$ cat src/rtl/vta_mem_dpi_initiator.sv
// Requester-side burst initiator for the simulation DPI memory port: one AR/AW request per
// command, write beats streamed out, read beats collected into a one-entry output buffer.
module vta_mem_dpi_initiator #(
   parameter int unsigned LEN_BITS  = 8,
   parameter int unsigned ADDR_BITS = 64,
   parameter int unsigned DATA_BITS = 64,
   parameter int unsigned STRB_BITS = DATA_BITS / 8,
   parameter int unsigned TIMEOUT   = 1024
) (
   input  logic                 clock,
   input  logic                 reset,

   input  logic                 cmd_valid,
   output logic                 cmd_ready,
   input  logic                 cmd_write,
   input  logic [ADDR_BITS-1:0] cmd_addr,
   input  logic [LEN_BITS-1:0]  cmd_len,
   input  logic [LEN_BITS-1:0]  cmd_id,

   input  logic                 in_valid,
   output logic                 in_ready,
   input  logic [DATA_BITS-1:0] in_data,
   input  logic [STRB_BITS-1:0] in_strb,

   output logic                 out_valid,
   input  logic                 out_ready,
   output logic [DATA_BITS-1:0] out_data,
   output logic                 out_last,

   output logic                 done,
   output logic                 err_id,
   output logic                 err_timeout,

   output logic                 dpi_req_ar_valid,
   output logic [LEN_BITS-1:0]  dpi_req_ar_len,
   output logic [LEN_BITS-1:0]  dpi_req_ar_id,
   output logic [ADDR_BITS-1:0] dpi_req_ar_addr,
   output logic                 dpi_req_aw_valid,
   output logic [LEN_BITS-1:0]  dpi_req_aw_len,
   output logic [ADDR_BITS-1:0] dpi_req_aw_addr,
   output logic                 dpi_wr_valid,
   output logic [DATA_BITS-1:0] dpi_wr_bits_data,
   output logic [STRB_BITS-1:0] dpi_wr_bits_strb,
   input  logic                 dpi_rd_valid,
   input  logic [LEN_BITS-1:0]  dpi_rd_bits_id,
   input  logic [DATA_BITS-1:0] dpi_rd_bits_data,
   output logic                 dpi_rd_ready
);

   localparam int unsigned WdBits = $clog2(TIMEOUT + 1);
   localparam logic [WdBits-1:0] WdLast = WdBits'(TIMEOUT - 1);

   typedef enum logic [2:0] {
      StIdle,
      StRdReq,
      StRdData,
      StWrReq,
      StWrData,
      StDone
   } state_e;

   state_e               state;
   logic [ADDR_BITS-1:0] addr_r;
   logic [LEN_BITS-1:0]  len_r;
   logic [LEN_BITS-1:0]  id_r;
   // One bit wider than len so a full 2^LEN_BITS burst never wraps.
   logic [LEN_BITS:0]    cnt;
   logic [WdBits-1:0]    wd;

   logic beats_left;
   logic last_beat;
   logic rd_acc;
   logic id_ok;
   logic out_take;
   logic in_acc;

   assign beats_left = cnt <= {1'b0, len_r};
   assign last_beat  = cnt == {1'b0, len_r};
   assign rd_acc     = dpi_rd_valid & dpi_rd_ready;
   assign id_ok      = dpi_rd_bits_id == id_r;
   assign out_take   = out_valid & out_ready;
   assign in_acc     = in_valid & in_ready;

   assign cmd_ready    = (state == StIdle) & ~reset;
   assign in_ready     = (state == StWrData) & beats_left;
   assign dpi_rd_ready = (state == StRdData) & (~out_valid | out_ready);

   // Request fields come straight from the captured command registers.
   assign dpi_req_ar_len  = len_r;
   assign dpi_req_ar_id   = id_r;
   assign dpi_req_ar_addr = addr_r;
   assign dpi_req_aw_len  = len_r;
   assign dpi_req_aw_addr = addr_r;

   always_ff @(posedge clock) begin
      if (reset) begin
         state            <= StIdle;
         addr_r           <= '0;
         len_r            <= '0;
         id_r             <= '0;
         cnt              <= '0;
         wd               <= '0;
         out_valid        <= 1'b0;
         out_data         <= '0;
         out_last         <= 1'b0;
         done             <= 1'b0;
         err_id           <= 1'b0;
         err_timeout      <= 1'b0;
         dpi_req_ar_valid <= 1'b0;
         dpi_req_aw_valid <= 1'b0;
         dpi_wr_valid     <= 1'b0;
         dpi_wr_bits_data <= '0;
         dpi_wr_bits_strb <= '0;
      end else begin
         dpi_req_ar_valid <= 1'b0;
         dpi_req_aw_valid <= 1'b0;
         dpi_wr_valid     <= 1'b0;
         done             <= 1'b0;

         unique case (state)
            StIdle: begin
               if (cmd_valid) begin
                  addr_r      <= cmd_addr;
                  len_r       <= cmd_len;
                  id_r        <= cmd_id;
                  cnt         <= '0;
                  wd          <= '0;
                  err_id      <= 1'b0;
                  err_timeout <= 1'b0;
                  if (cmd_write) begin
                     dpi_req_aw_valid <= 1'b1;
                     state            <= StWrReq;
                  end else begin
                     dpi_req_ar_valid <= 1'b1;
                     state            <= StRdReq;
                  end
               end
            end

            StRdReq: state <= StRdData;

            StWrReq: state <= StWrData;

            StWrData: begin
               if (in_acc) begin
                  dpi_wr_valid     <= 1'b1;
                  dpi_wr_bits_data <= in_data;
                  dpi_wr_bits_strb <= in_strb;
                  cnt              <= cnt + 1'b1;
                  if (last_beat) begin
                     state <= StDone;
                     done  <= 1'b1;
                  end
               end
            end

            StRdData: begin
               // A new matching beat replaces the buffer even while it is being drained.
               if (rd_acc && id_ok) begin
                  out_valid <= 1'b1;
                  out_data  <= dpi_rd_bits_data;
                  out_last  <= last_beat;
                  cnt       <= cnt + 1'b1;
               end else if (out_take) begin
                  out_valid <= 1'b0;
                  out_last  <= 1'b0;
               end

               if (rd_acc && !id_ok) begin
                  err_id <= 1'b1;
               end

               // Only starvation counts; a full buffer waiting on the consumer holds the count.
               if (rd_acc) begin
                  wd <= '0;
               end else if (!out_valid) begin
                  wd <= wd + 1'b1;
               end

               if (out_take && out_last) begin
                  state     <= StDone;
                  done      <= 1'b1;
                  out_valid <= 1'b0;
                  out_last  <= 1'b0;
               end else if (!rd_acc && !out_valid && wd == WdLast) begin
                  err_timeout <= 1'b1;
                  state       <= StDone;
                  done        <= 1'b1;
                  out_valid   <= 1'b0;
                  out_last    <= 1'b0;
               end
            end

            StDone: state <= StIdle;

            default: state <= StIdle;
         endcase
      end
   end

endmodule

$ cat config.mk
export PLATFORM = sky130hd
export DESIGN_NAME = vta_mem_dpi_initiator
export DESIGN_NICKNAME = d
export VERILOG_FILES = /design/src/rtl/vta_mem_dpi_initiator.sv
export SDC_FILE = /design/constraint.sdc
export NUM_CORES = 1
export LEC_CHECK = 0
export CAP_MARGIN = 0
export CORE_AREA = 4 4 203 205
export DETAILED_ROUTE_END_ITERATION = 10
export DIE_AREA = 0 0 207 209
export SLEW_MARGIN = 15
export SYNTH_ARGS = -nofsm -noshare
export SYNTH_HDL_FRONTEND = slang
export SYNTH_SLANG_ARGS = --single-unit
$ cat constraint.sdc
create_clock -name clock -period 2.25 [get_ports clock]
set_input_delay 0.3375 -clock clock [delete_from_list [all_inputs] [get_ports clock]]
set_output_delay 0.3375 -clock clock [all_outputs]
set_load 0.05 [all_outputs]
After elaboration in Yosys (flattened, before gate mapping). Index checks and enable logic that the tools add are counted.

Bits of input ports: 231. Word-level logic and storage cells: 107. Register bits after elaboration: 247. Output and inout port bits: 299.

Reductions and logical operators: 23. Multiplexer cells: 36. Add/subtract/negate cells: 2. Bitwise operators: 12. Equality and inequality tests: 16. Order comparisons: 1.

Operators with widths (number): 11-bit 2-to-1 mux (3); 9-bit 2-to-1 mux (3); 9-bit one-hot mux with 3 select lines (1); 11-bit one-hot mux with 2 select lines (1); 1-bit 2-to-1 mux (18); 3-bit 2-to-1 mux (5); 3-bit one-hot mux with 5 select lines (1); 4-bit AND reduction (3); 11-bit by 1-bit adder with 11-bit output, second input constant (1); 11-bit by 10-bit == test with 1-bit output, second input constant (1); 9-bit by 1-bit adder with 9-bit output, second input constant (1); 9-bit by 8-bit == test with 1-bit output (1); 9-bit by 8-bit <= comparator with 1-bit output (1); 8-bit == test (1); 2-bit inequality test, second input constant (4); 2-bit AND reduction (4); 1-bit bitwise AND (6); 3-bit by 2-bit == test with 1-bit output, second input constant (2); 2-bit by 1-bit inequality test with 1-bit output, second input constant (3); 1-bit one-hot mux with 2 select lines (3); 3-bit AND reduction (2); 1-bit logical AND (5); 1-bit inverter (5); 4-bit nonzero test (1); 12 further kinds (14).

Longest topological paths before layout. Gate-level depths: netlist of run 1.

Word-level depth: 10. Gate-level depth with buffers: 10. Mapped depth without buffers: 8.

Worst setup path after synthesis of run 1. No wires, ideal clock.

Path type: flip-flop to flip-flop. From: register len_r[6] (netlist: dpi_req_ar_len[6]). To: register dpi_wr_bits_data[20]. Period minus slack after synthesis: 2.624 ns. Library setup time: 0.128 ns. Path slack: -0.374 ns. Stages on the path, launching flop included: 11. Data arrival time: 2.496 ns. Cell sequence: dfxtp_1 -> inv_1 -> ha_1 -> a21o_1 -> a2111o_1 -> a211oi_2 -> o21ai_0 -> buf_2 -> buf_4 -> mux2i_1 -> nor2_1.

Cells in the longest elaborated chain, start to end: 4.

RTL lines: start: declaration (RTL line 64) `logic [LEN_BITS-1:0] len_r;`; start signal: assignment (RTL line 124) `len_r <= cmd_len;`; 9-bit by 8-bit <= comparator with 1-bit output (RTL line 77) `assign beats_left = cnt <= {1'b0, len_r};`; 1-bit bitwise AND (RTL line 85) `assign in_ready = (state == StWrData) & beats_left;`; 1-bit bitwise AND (RTL line 82) `assign in_acc = in_valid & in_ready;`; 2-bit AND reduction (no source line); end signal: assignment (RTL line 147) `dpi_wr_bits_data <= in_data;`; end: declaration (RTL line 42) `output logic [DATA_BITS-1:0] dpi_wr_bits_data,`.

No other way between the ends. A chain may end at the register's enable or synchronous reset.

Worst setup path after layout of run 1.
From: register state[1]. To: output port in_ready.

Cells in the longest elaborated chain, start to end: 2.

RTL lines: start: declaration (RTL line 62) `state_e state;`; start signal: assignment (RTL line 97) `state <= StIdle;`; start signal: assignment (RTL line 132) `state <= StWrReq;`; start signal: assignment (RTL line 135) `state <= StRdReq;`; 3-bit == test (RTL line 85); 1-bit bitwise AND (RTL line 85); end: declaration (RTL line 21) `output logic in_ready,`.

No other way between the ends.

==> summary.txt, run 1 <==
Outcome
  • Failing checks: setup timing
  • Run status: finished, violations left

Run
  • Max Cap Viol: 0

Detailed routing
  • DRC: 0
  • Total number of vias: 9263
  • DRT Pass-1 Iters: 4
  • WL final: 38.1 mm
  • Avg WL per Cell: 17.8 um
  • Initial DRC Count: 368
  • Final ANT Viol Nets: 0
  • Via/cell ratio: 4.33

Layout
  • Util after Layout: 43.6%
  • # diodes: 0
  • NumNets Final: 1833
  • Area grow syn2layout: 74.6%
  • Fillcell total: 3795
  • Fraction of layout cells with a size suffix above 1: 11.8%
  • Fin area: 17200 um^2

Synthesis
  • Post-Synth Simple-Gate Area: 16.6%
  • Post-synthesis cell count: 1095
  • Average size of a mapped cell: 9.00 um^2
  • Multiplexer share of the synthesized area: 14.0%
  • Mapped cell area: 9850 um^2
  • Synth top area cells: dfxtp_1 50%, mux2i_1 14%, nand2_1 6.9%
  • Post-Synth XOR/XNOR Area: 1.16%
  • Synth top cells by count: 247 x dfxtp_1, 180 x nand2_1, 162 x nor2_1
  • Post-synthesis register bit count: 247
  • Number of synthesized flops with an enable pin: 0
  • Synth area leader: dfxtp_1
  • Post-synth top flop: dfxtp_1
  • Ys async rst share: 0%
  • Compound-Gate Fraction of Synth Area: 7.63%
  • Yosys Warn Count: 0
  • Syn nets: 1336
  • Sequential fraction of the synthesis area: 50.2%
  • Top-count cell post-synth: dfxtp_1
  • Adder-cell share of the synthesized area: 1.27%
  • Area fraction of the dominant cell type after synthesis: 50.2%
  • Synth cell types: 46
  • Largest family of logic cells by synthesized area: simple AND/OR/NAND/NOR gates

Setup path
  • R2R Setup Slk: -200 ps
  • Capturing point of the worst reg2reg path: dpi_wr_bits_data[27]
  • Top delay family on crit path: compound AO/OA/AOI/OAI gates
  • Critical Path End Type: primary output
  • Worst Path Class, Setup: reg -> out
  • WP data required: 1910 ps
  • Slowest CP cell: or3b_4
  • CP max stage delay: 410 ps
  • Reg2Reg Depth: 10
  • Worst Setup SP: state[1]
  • Crit start category: register
  • Critical path, cell by cell: or3b_4 > a2111o_1 > a211oi_2 > or2_4 > buf_12
  • FF-to-FF Start: state[1]
  • Buffers & Inverters on Critical Path: 1
  • Crit-path max FO: 2
  • Arrival @ worst endpoint: 2220 ps

CTS
  • Clock Tree Buf Depth: 3
  • Clk_lat worst skew: 560 ps
  • CTS tree: yes
  • Hold Buf Count CTS: 0
  • Clk slew on worst S/H paths: 60 ps
  • Cts bufs inserted: 29
  • # clock sinks: 247
  • H-Tree Level Count: 1
  • CTS Root Cell: clkbuf_16

Timing
  • RSZ-0062 raised after global routing: true
  • Worst-margin pin slew: 670 ps
  • Post-layout minimum cycle time: 2550 ps
  • Crit share post-route: 114%
  • Slew Viols, Final: 0
  • Hold slack final: 147 ps
  • Max Fclk: 392 MHz
  • Worst slew margin: 55.3%
  • Setup Skew: 20.1 ps
  • Setup violators final: 81
  • Setup TNS: -7200 ps
  • Worst setup margin: -304 ps
  • Final Hold Viols: 0

Die
  • Num rows: 73
  • Die height: 209 um
  • # IOs: 530
  • Die W: 207 um
  • Core area: 39500 um^2
  • Initial Util: 25.0%
  • Die Area: 43300 um^2

Pwr
  • Pwr per Cell Area: 724 nW/um^2
  • Leakage: 6.81 nW
  • Peak supply drop: 0.662 mV

Min path
  • Hold Crit Depth: 2
  • Hold Crit Class: in -> reg
  • Hold worst-path end: cnt[0]
  • Hold path startpoint: reset

Placement
  • Placement-stage cell area: 15600 um^2
  • Gpl congestion: 0.829
  • Hpwl dp: 28.3 mm
  • Port Buffers: 529

Global route
  • Overall Global Routing Usage: 16.4%
  • First-pass GRT wire length: 57.0 mm
  • Initial antenna violation count: 2
  • Largest net degree at the start of global routing: 127
  • Vias in the first global route: 9467
  • Overflow after GRT: 0
-- worst max-delay path by stage --
stage                   endpoint  slack [ps]  cells past startpoint
CTS                     in_ready        -420                      8
global placement          cnt[2]        -560                      8
finish                  in_ready        -300                      5
floorplan           out_data[21]           1                      8
detailed placement        cnt[0]        -570                      8
global route            in_ready        -390                      5
-- report_power, final --
group / switching [mW] / leakage [nW] / internal [mW] / total, mW
combinational: 1.65 / 4.30 / 1.10 / 2.75
sequential: 0.121 / 2.01 / 4.53 / 4.65
clock: 1.90 / 0.506 / 3.16 / 5.06
-- stage by stage --
stage / worst slack [ps] / total power [mW] / cells
2_1_floorplan: 1.15 / 6.31 / 1095
3_3_place_gp: -556 / 7.40 / 2072
3_5_place_dp: -566 / 7.41 / 2072
4_1_cts: -420 / 12.6 / 2139
5_1_grt: -389 / 13.0 / 2140
6_report: -304 / 12.5 / 2140
-- timing repair --
item                       CTS  global route
buffers inserted             7             8
setup endpoints to repair  153           120
gates resized for setup     34            55
gates cloned                 6             1
pin swaps                    5            13
-- per-layer routing --
metal | GRT usage [%] | up-vias | routed length, um
met5 | 0 | - | 13
met4 | 4.04 | 2 | 754
met3 | 5.79 | 46 | 3320
met2 | 29.6 | 373 | 19100
met1 | 18.7 | 4285 | 15000
li1 | - | 4557 | -
-- sequential cells by signal, indices dropped and copies added, names as in the netlist --
| register | cells |
|---|---|
| err_timeout | 1 |
| state | 3 |
| out_data | 64 |
| cnt | 9 |
| out_last | 1 |
| dpi_req_ar_valid | 1 |
| dpi_req_ar_id | 8 |
| dpi_req_ar_addr | 64 |
| dpi_req_ar_len | 8 |
| dpi_wr_bits_strb | 8 |
| wd | 11 |
| dpi_wr_bits_data | 64 |
| out_valid | 1 |
| done | 1 |
| dpi_req_aw_valid | 1 |
| err_id | 1 |
| dpi_wr_valid | 1 |
-- cells by family after synthesis --
group | count (synthesis)
AO/OA/AOI/OAI | 135
XOR/XNOR | 13
adder cells (fa/ha/maj) | 10
buffers and inverters | 155
flip-flops | 247
multiplexers | 138
AND/OR/NAND/NOR | 397
-- placed cells by master, fill, tap and decap left out, drive strengths merged, types with 2 or more instances in the layout --
cell type	count
o32ai	4
clkdlybuf4s50	511
mux2i	138
a211oi	2
dfxtp	247
nor4	2
or3	6
and4	2
buf	87
a21oi	98
clkinvlp	3
ha	10
a21o	2
and3	3
nand2b	2
bufinv	4
dlygate4sd2	3
inv	18
o21ai	15
clkbuf	45
xnor2	3
xor2	10
nand2	180
nor2	162
o41ai	3
nand4	5
clkinv	3
nor3	11
nor2b	6
a31oi	4
nand3	9
-- layout make-up --
cell class | instances | area [um^2] | share of cell area, %
Clock buffer | 43 | 880 | 5.11
Multi-Input combinational cell | 693 | 4250 | 24.7
Clock inverter | 11 | 166 | 0.967
Sequential cell | 247 | 4960 | 28.8
Timing Repair Buffer | 604 | 6220 | 36.2
Tap cell | 525 | 657 | 3.82
Inverter | 17 | 66.3 | 0.385
Power figures use the tool's default switching activity.
==> run 2: changes to the inputs <==
--- a/config.mk
+++ b/config.mk
@@ -13,3 +13,4 @@
 export SYNTH_ARGS = -nofsm -noshare
 export SYNTH_HDL_FRONTEND = slang
 export SYNTH_SLANG_ARGS = --single-unit
+export TNS_END_PERCENT = 5
==> summary.txt, run 2 (synthesis gave the netlist of run 1 again) <==
CTS
  • Clk_lat worst skew: 570 ps (was 560 ps)
  • Clk slew on worst S/H paths: 60 ps (about the same)
  • CTS Root Cell: clkbuf_16 (unchanged)
  • # clock sinks: 247 (unchanged)
  • Cts bufs inserted: 31 (was 29)
  • CTS tree: yes (unchanged)
  • H-Tree Level Count: 1 (unchanged)
  • Clock Tree Buf Depth: 3 (unchanged)

Setup path
  • WP data required: 1910 ps (about the same)
  • Crit start category: register (unchanged)
  • Worst Path Class, Setup: reg -> out (unchanged)
  • Reg2Reg Depth: 12 (was 10)
  • Arrival @ worst endpoint: 2250 ps (was 2220 ps)
  • Critical path, cell by cell: inv_2 > ha_4 > a21o_1 > a2111o_1 > a211oi_2 > buf_4 > or2_4 > buf_12 (was or3b_4 > a2111o_1 > a211oi_2 > or2_4 > buf_12)
  • Top delay family on crit path: compound AO/OA/AOI/OAI gates (unchanged)
  • CP max stage delay: 380 ps (was 410 ps)
  • Stages on the worst setup path: 8 (was 5)
  • Buffers & Inverters on Critical Path: 3 (was 1)
  • Slowest CP cell: a2111o_1 (was or3b_4)
  • Critical Path End Type: primary output (unchanged)
  • Crit-path max FO: 2 (unchanged)

Global route
  • Overall Global Routing Usage: 16.1% (was 16.4%)
  • Vias in the first global route: 9473 (was 9467)
  • Initial antenna violation count: 2 (unchanged)
  • Overflow after GRT: 0 (unchanged)
  • First-pass GRT wire length: 56.4 mm (was 57.0 mm)
  • Largest net degree at the start of global routing: 138 (was 127)

Timing
  • Worst-margin pin slew: 762 ps (was 670 ps)
  • Crit share post-route: 115% (was 114%)
  • Setup TNS: -4680 ps (was -7200 ps)
  • Post-layout minimum cycle time: 2580 ps (was 2550 ps)
  • Worst slew margin: 49.2% (was 55.3%)
  • Setup violators final: 72 (was 81)
  • Slew Viols, Final: 0 (unchanged)
  • Worst setup margin: -334 ps (was -304 ps)
  • RSZ-0062 raised after global routing: true (unchanged)
  • Max Fclk: 387 MHz (was 392 MHz)
  • Final Hold Viols: 0 (unchanged)
  • Hold slack final: 143 ps (was 147 ps)
  • Setup Skew: 25.9 ps (was 20.1 ps)

Detailed routing
  • Via/cell ratio: 4.35 (was 4.33)
  • DRC: 0 (unchanged)
  • WL final: 37.0 mm (was 38.1 mm)
  • DRT Pass-1 Iters: 4 (unchanged)
  • Avg WL per Cell: 17.3 um (was 17.8 um)
  • Final ANT Viol Nets: 0 (unchanged)
  • Total number of vias: 9283 (was 9263)
  • Initial DRC Count: 386 (was 368)

Placement
  • Gpl congestion: 0.798 (was 0.829)
  • Hpwl dp: 28.0 mm (was 28.3 mm)
  • Placement-stage cell area: 15600 um^2 (about the same)
  • Place WS: -208 ps (was -566 ps)
  • Placed cells: 2070 (was 2072)
  • Port Buffers: 529 (unchanged)

Layout
  • Fillcell total: 3873 (was 3795)
  • Fraction of layout cells with a size suffix above 1: 9.89% (was 11.8%)
  • Post-layout instance count excluding filler cells: 2134 (was 2140)
  • Most common cell after layout, fill and taps aside: clkdlybuf4s50_1 (unchanged)
  • Area grow syn2layout: 71.3% (was 74.6%)
  • NumNets Final: 1823 (was 1833)
  • Commonest cells after routing, fill and taps aside: 512 x clkdlybuf4s50_1, 239 x dfxtp_1, 179 x nand2_1 (was 511 x clkdlybuf4s50_1, 236 x dfxtp_1, 178 x nand2_1)
  • Fin area: 16900 um^2 (was 17200 um^2)

Die
  • Die W: 207 um (unchanged)
  • Die Area: 43300 um^2 (unchanged)
  • # IOs: 530 (unchanged)
  • Core area: 39500 um^2 (unchanged)
  • Initial Util: 25.0% (unchanged)
  • Die height: 209 um (unchanged)
  • Num rows: 73 (unchanged)

Pwr
  • Leakage: 6.72 nW (was 6.81 nW)
  • Peak supply drop: 0.606 mV (was 0.662 mV)
  • Pwr per Cell Area: 744 nW/um^2 (was 724 nW/um^2)

Run
  • Max Cap Viol: 0 (unchanged)

Min path
  • Hold Crit Depth: 2 (unchanged)
  • Hold Crit Class: in -> reg (unchanged)

Outcome
  • Failing checks: setup timing (unchanged)
  • Run status: finished, violations left (unchanged)
[run 2: final timing paths]
| path | startpoint | end | slack, ps |
|---|---|---|---|
| max | dpi_req_ar_len[6] | in_ready | -330 |
| min | reset | cnt[1] | 140 |
| max reg2reg | dpi_req_ar_len[7] | dpi_wr_bits_data[26] | -110 |
| min reg2reg | wd[7] | wd[7] | 460 |
[run 2: final cells by class]
type	count	area, um^2	share of cell area, %
repair buffers	592	5990	35.5
flip-flops and latches	247	4960	29.4
multi-input cells	693	4110	24.3
clock buffers	39	876	5.19
well taps	525	657	3.89
clock inverters	19	218	1.29
inverters	17	63.8	0.378
diodes	2	5.00	0.0297
[run 2: power breakdown]
part	leakage, nW	switching [mW]	total [mW]	internal, mW
logic	4.18	1.61	2.68	1.07
clock network	0.535	2.02	5.23	3.21
registers	2.00	0.116	4.64	4.53
[run 2: metrics by stage]
stage               power, mW  utilization [%]
floorplan                6.30                -
global placement         7.39             39.5
detailed placement       7.40             39.5
CTS                      12.7             42.6
global route             13.1             42.8
finish                   12.6             42.8
[run 2: what timing repair did]
action,in CTS,in global routing
gates resized for setup,15,17
cloned,1,1
hold endpoints to repair,0,0
setup buffers,2,0
hold buffers,0,0
endpoints found under the setup margin,83,88
pin swaps,4,4
[run 2: layer usage]
layer / global-route usage [%] / vias up / share of wire, %
li1: - / 4549 / -
met1: 18.3 / 4296 / 38
met2: 28.2 / 391 / 49
met3: 6.73 / 45 / 10
met4: 3.92 / 2 / 2.1
met5: 0 / - / 0.032
==> run 3: changes to the inputs <==
--- a/config.mk
+++ b/config.mk
@@ -7,6 +7,7 @@
 export LEC_CHECK = 0
 export CAP_MARGIN = 0
 export CORE_AREA = 4 4 203 205
+export CTS_CLUSTER_DIAMETER = 80
 export DETAILED_ROUTE_END_ITERATION = 10
 export DIE_AREA = 0 0 207 209
 export SLEW_MARGIN = 15
==> summary.txt, run 3 (synthesis gave the netlist of run 1 again) <==
Setup path
  • Crit-path max FO: 2 (unchanged)
  • Crit start category: register (unchanged)
  • Arrival @ worst endpoint: 2220 ps (was 2250 ps)
  • Worst Path Class, Setup: reg -> out (unchanged)
  • Critical Path End Type: primary output (unchanged)
  • WP data required: 1910 ps (about the same)

Placement
  • Port Buffers: 529 (unchanged)
  • Hpwl dp: 28.0 mm (unchanged)
  • Gpl congestion: 0.798 (unchanged)
  • Placement-stage cell area: 15600 um^2 (unchanged)

Global route
  • Vias in the first global route: 9459 (was 9473)
  • Initial antenna violation count: 2 (unchanged)
  • Overall Global Routing Usage: 16.0% (was 16.1%)
  • Overflow after GRT: 0 (unchanged)
  • First-pass GRT wire length: 56.2 mm (was 56.4 mm)
  • Largest net degree at the start of global routing: 138 (unchanged)

Die
  • Die W: 207 um (unchanged)
  • Core area: 39500 um^2 (unchanged)
  • Num rows: 73 (unchanged)
  • Initial Util: 25.0% (unchanged)
  • # IOs: 530 (unchanged)
  • Die height: 209 um (unchanged)
  • Die Area: 43300 um^2 (unchanged)

Timing
  • Worst setup margin: -312 ps (was -334 ps)
  • Crit share post-route: 114% (was 115%)
  • Slew Viols, Final: 0 (unchanged)
  • RSZ-0062 raised after global routing: true (unchanged)
  • Final Hold Viols: 0 (unchanged)
  • Setup Skew: 14.2 ps (was 25.9 ps)
  • Worst slew margin: 49.9% (was 49.2%)
  • Post-layout minimum cycle time: 2560 ps (was 2580 ps)
  • Setup violators final: 57 (was 72)
  • Setup TNS: -3450 ps (was -4680 ps)
  • Max Fclk: 390 MHz (was 387 MHz)
  • Worst-margin pin slew: 752 ps (was 762 ps)

Pwr
  • Power, Total: 12.6 mW (about the same)
  • Peak supply drop: 0.607 mV (was 0.606 mV)
  • Switch share: 29.4% (was 29.8%)
  • Gate power share: 21.2% (was 21.3%)
  • Clk pwr share: 41.9% (was 41.7%)
  • Pwr per Cell Area: 748 nW/um^2 (was 744 nW/um^2)
  • Psw: 3.70 mW (was 3.75 mW)
  • Seq pwr share: 36.9% (was 37.0%)
  • P_int: 8.89 mW (was 8.81 mW)
  • Leakage: 6.68 nW (was 6.72 nW)

Layout
  • Most common cell after layout, fill and taps aside: clkdlybuf4s50_1 (unchanged)
  • Util after Layout: 42.7% (was 42.8%)
  • Fraction of layout cells with a size suffix above 1: 9.47% (was 9.89%)
  • Commonest cells after routing, fill and taps aside: 513 x clkdlybuf4s50_1, 239 x dfxtp_1, 179 x nand2_1 (was 512 x clkdlybuf4s50_1, 239 x dfxtp_1, 179 x nand2_1)
  • Fin area: 16800 um^2 (was 16900 um^2)
  • NumNets Final: 1822 (was 1823)
  • Area grow syn2layout: 70.9% (was 71.3%)

CTS
  • Clk_lat worst skew: 560 ps (was 570 ps)
  • Clk slew on worst S/H paths: 60 ps (about the same)
  • Cts bufs inserted: 31 (unchanged)
  • Clock Tree Buf Depth: 3 (unchanged)
  • # clock sinks: 247 (unchanged)
  • Hold Buf Count CTS: 0 (unchanged)
  • CTS tree: yes (unchanged)
  • H-Tree Level Count: 1 (unchanged)
  • CTS Root Cell: clkbuf_16 (unchanged)

Detailed routing
  • WL final: 36.8 mm (was 37.0 mm)
  • Final ANT Viol Nets: 0 (unchanged)
  • Initial DRC Count: 445 (was 386)
  • DRC: 0 (unchanged)
  • Total number of vias: 9254 (was 9283)
  • DRT Pass-1 Iters: 5 (was 4)
  • Avg WL per Cell: 17.3 um (about the same)
  • Via/cell ratio: 4.34 (was 4.35)

Run
  • Max Cap Viol: 0 (unchanged)

Min path
  • Hold Crit Class: in -> reg (unchanged)

Outcome
  • Run status: finished, violations left (unchanged)
  • Failing checks: setup timing (unchanged)
==> run 3: cell type report <==
cell class | instances | area, um^2
sequential | 247 | 4960
fill | 3887 | 22600
multi-input combinational | 693 | 4100
clock inverter | 15 | 216
timing repair buffer | 591 | 5960
clock buffer | 42 | 877
antenna | 2 | 5.00
inverter | 17 | 63.8
tap | 525 | 657
==> run 3: final timing paths <==
check                          from              endpoint  slack [ps]  depth (start not counted)
setup / recovery  dpi_req_ar_len[6]              in_ready        -310                          8
hold / removal                reset                cnt[0]         140                          2
setup reg to reg  dpi_req_ar_len[7]  dpi_wr_bits_data[11]        -100                         12
hold reg to reg               wd[7]                 wd[7]         460                          2
==> run 3: repair_timing <==
item,in CTS,in global routing
endpoints found under the hold margin,0,0
setup buffers,2,1
setup endpoints to repair,83,87
gates cloned,0,0
gates resized for setup,15,13
pin swaps,4,4
==> run 3: power by group through the flow <==
stage               Clock (mW)  Sequential, mW  Combinational (mW)
CTS                       5.46            4.65                2.68
global placement             0            4.74                2.65
floorplan                    0            5.21                1.09
finish                    5.27            4.64                2.67
global route              5.62            4.66                2.81
detailed placement           0            4.74                2.66
==> run 3: metrics by stage <==
step	hold WS, ps	instances	worst slack (ps)
final	144	2132	-312
after global routing	136	2130	-422
after CTS	116	2129	-431
after detailed placement	449	2070	-208
after global placement	439	2070	-274
after floorplan	409	1095	-47.8
==> run 3: critical path, stage by stage, from the launching register on <==
cell      delay [ps]
dfxtp_4          340
inv_2             60
ha_4             190
a21o_1           150
a2111o_1         380
a211oi_2         150
buf_4            140
or2_4            130
buf_12           130
==> run 3: per-layer routing <==
metal  track usage [%]  part of all wire (%)  vias to the layer above
met3              7.12                    10                       51
met5                 0                 0.033                        -
met4              3.40                   2.2                        2
met1              18.1                    39                     4274
met2              28.1                    49                      378
li1                  -                     -                     4549
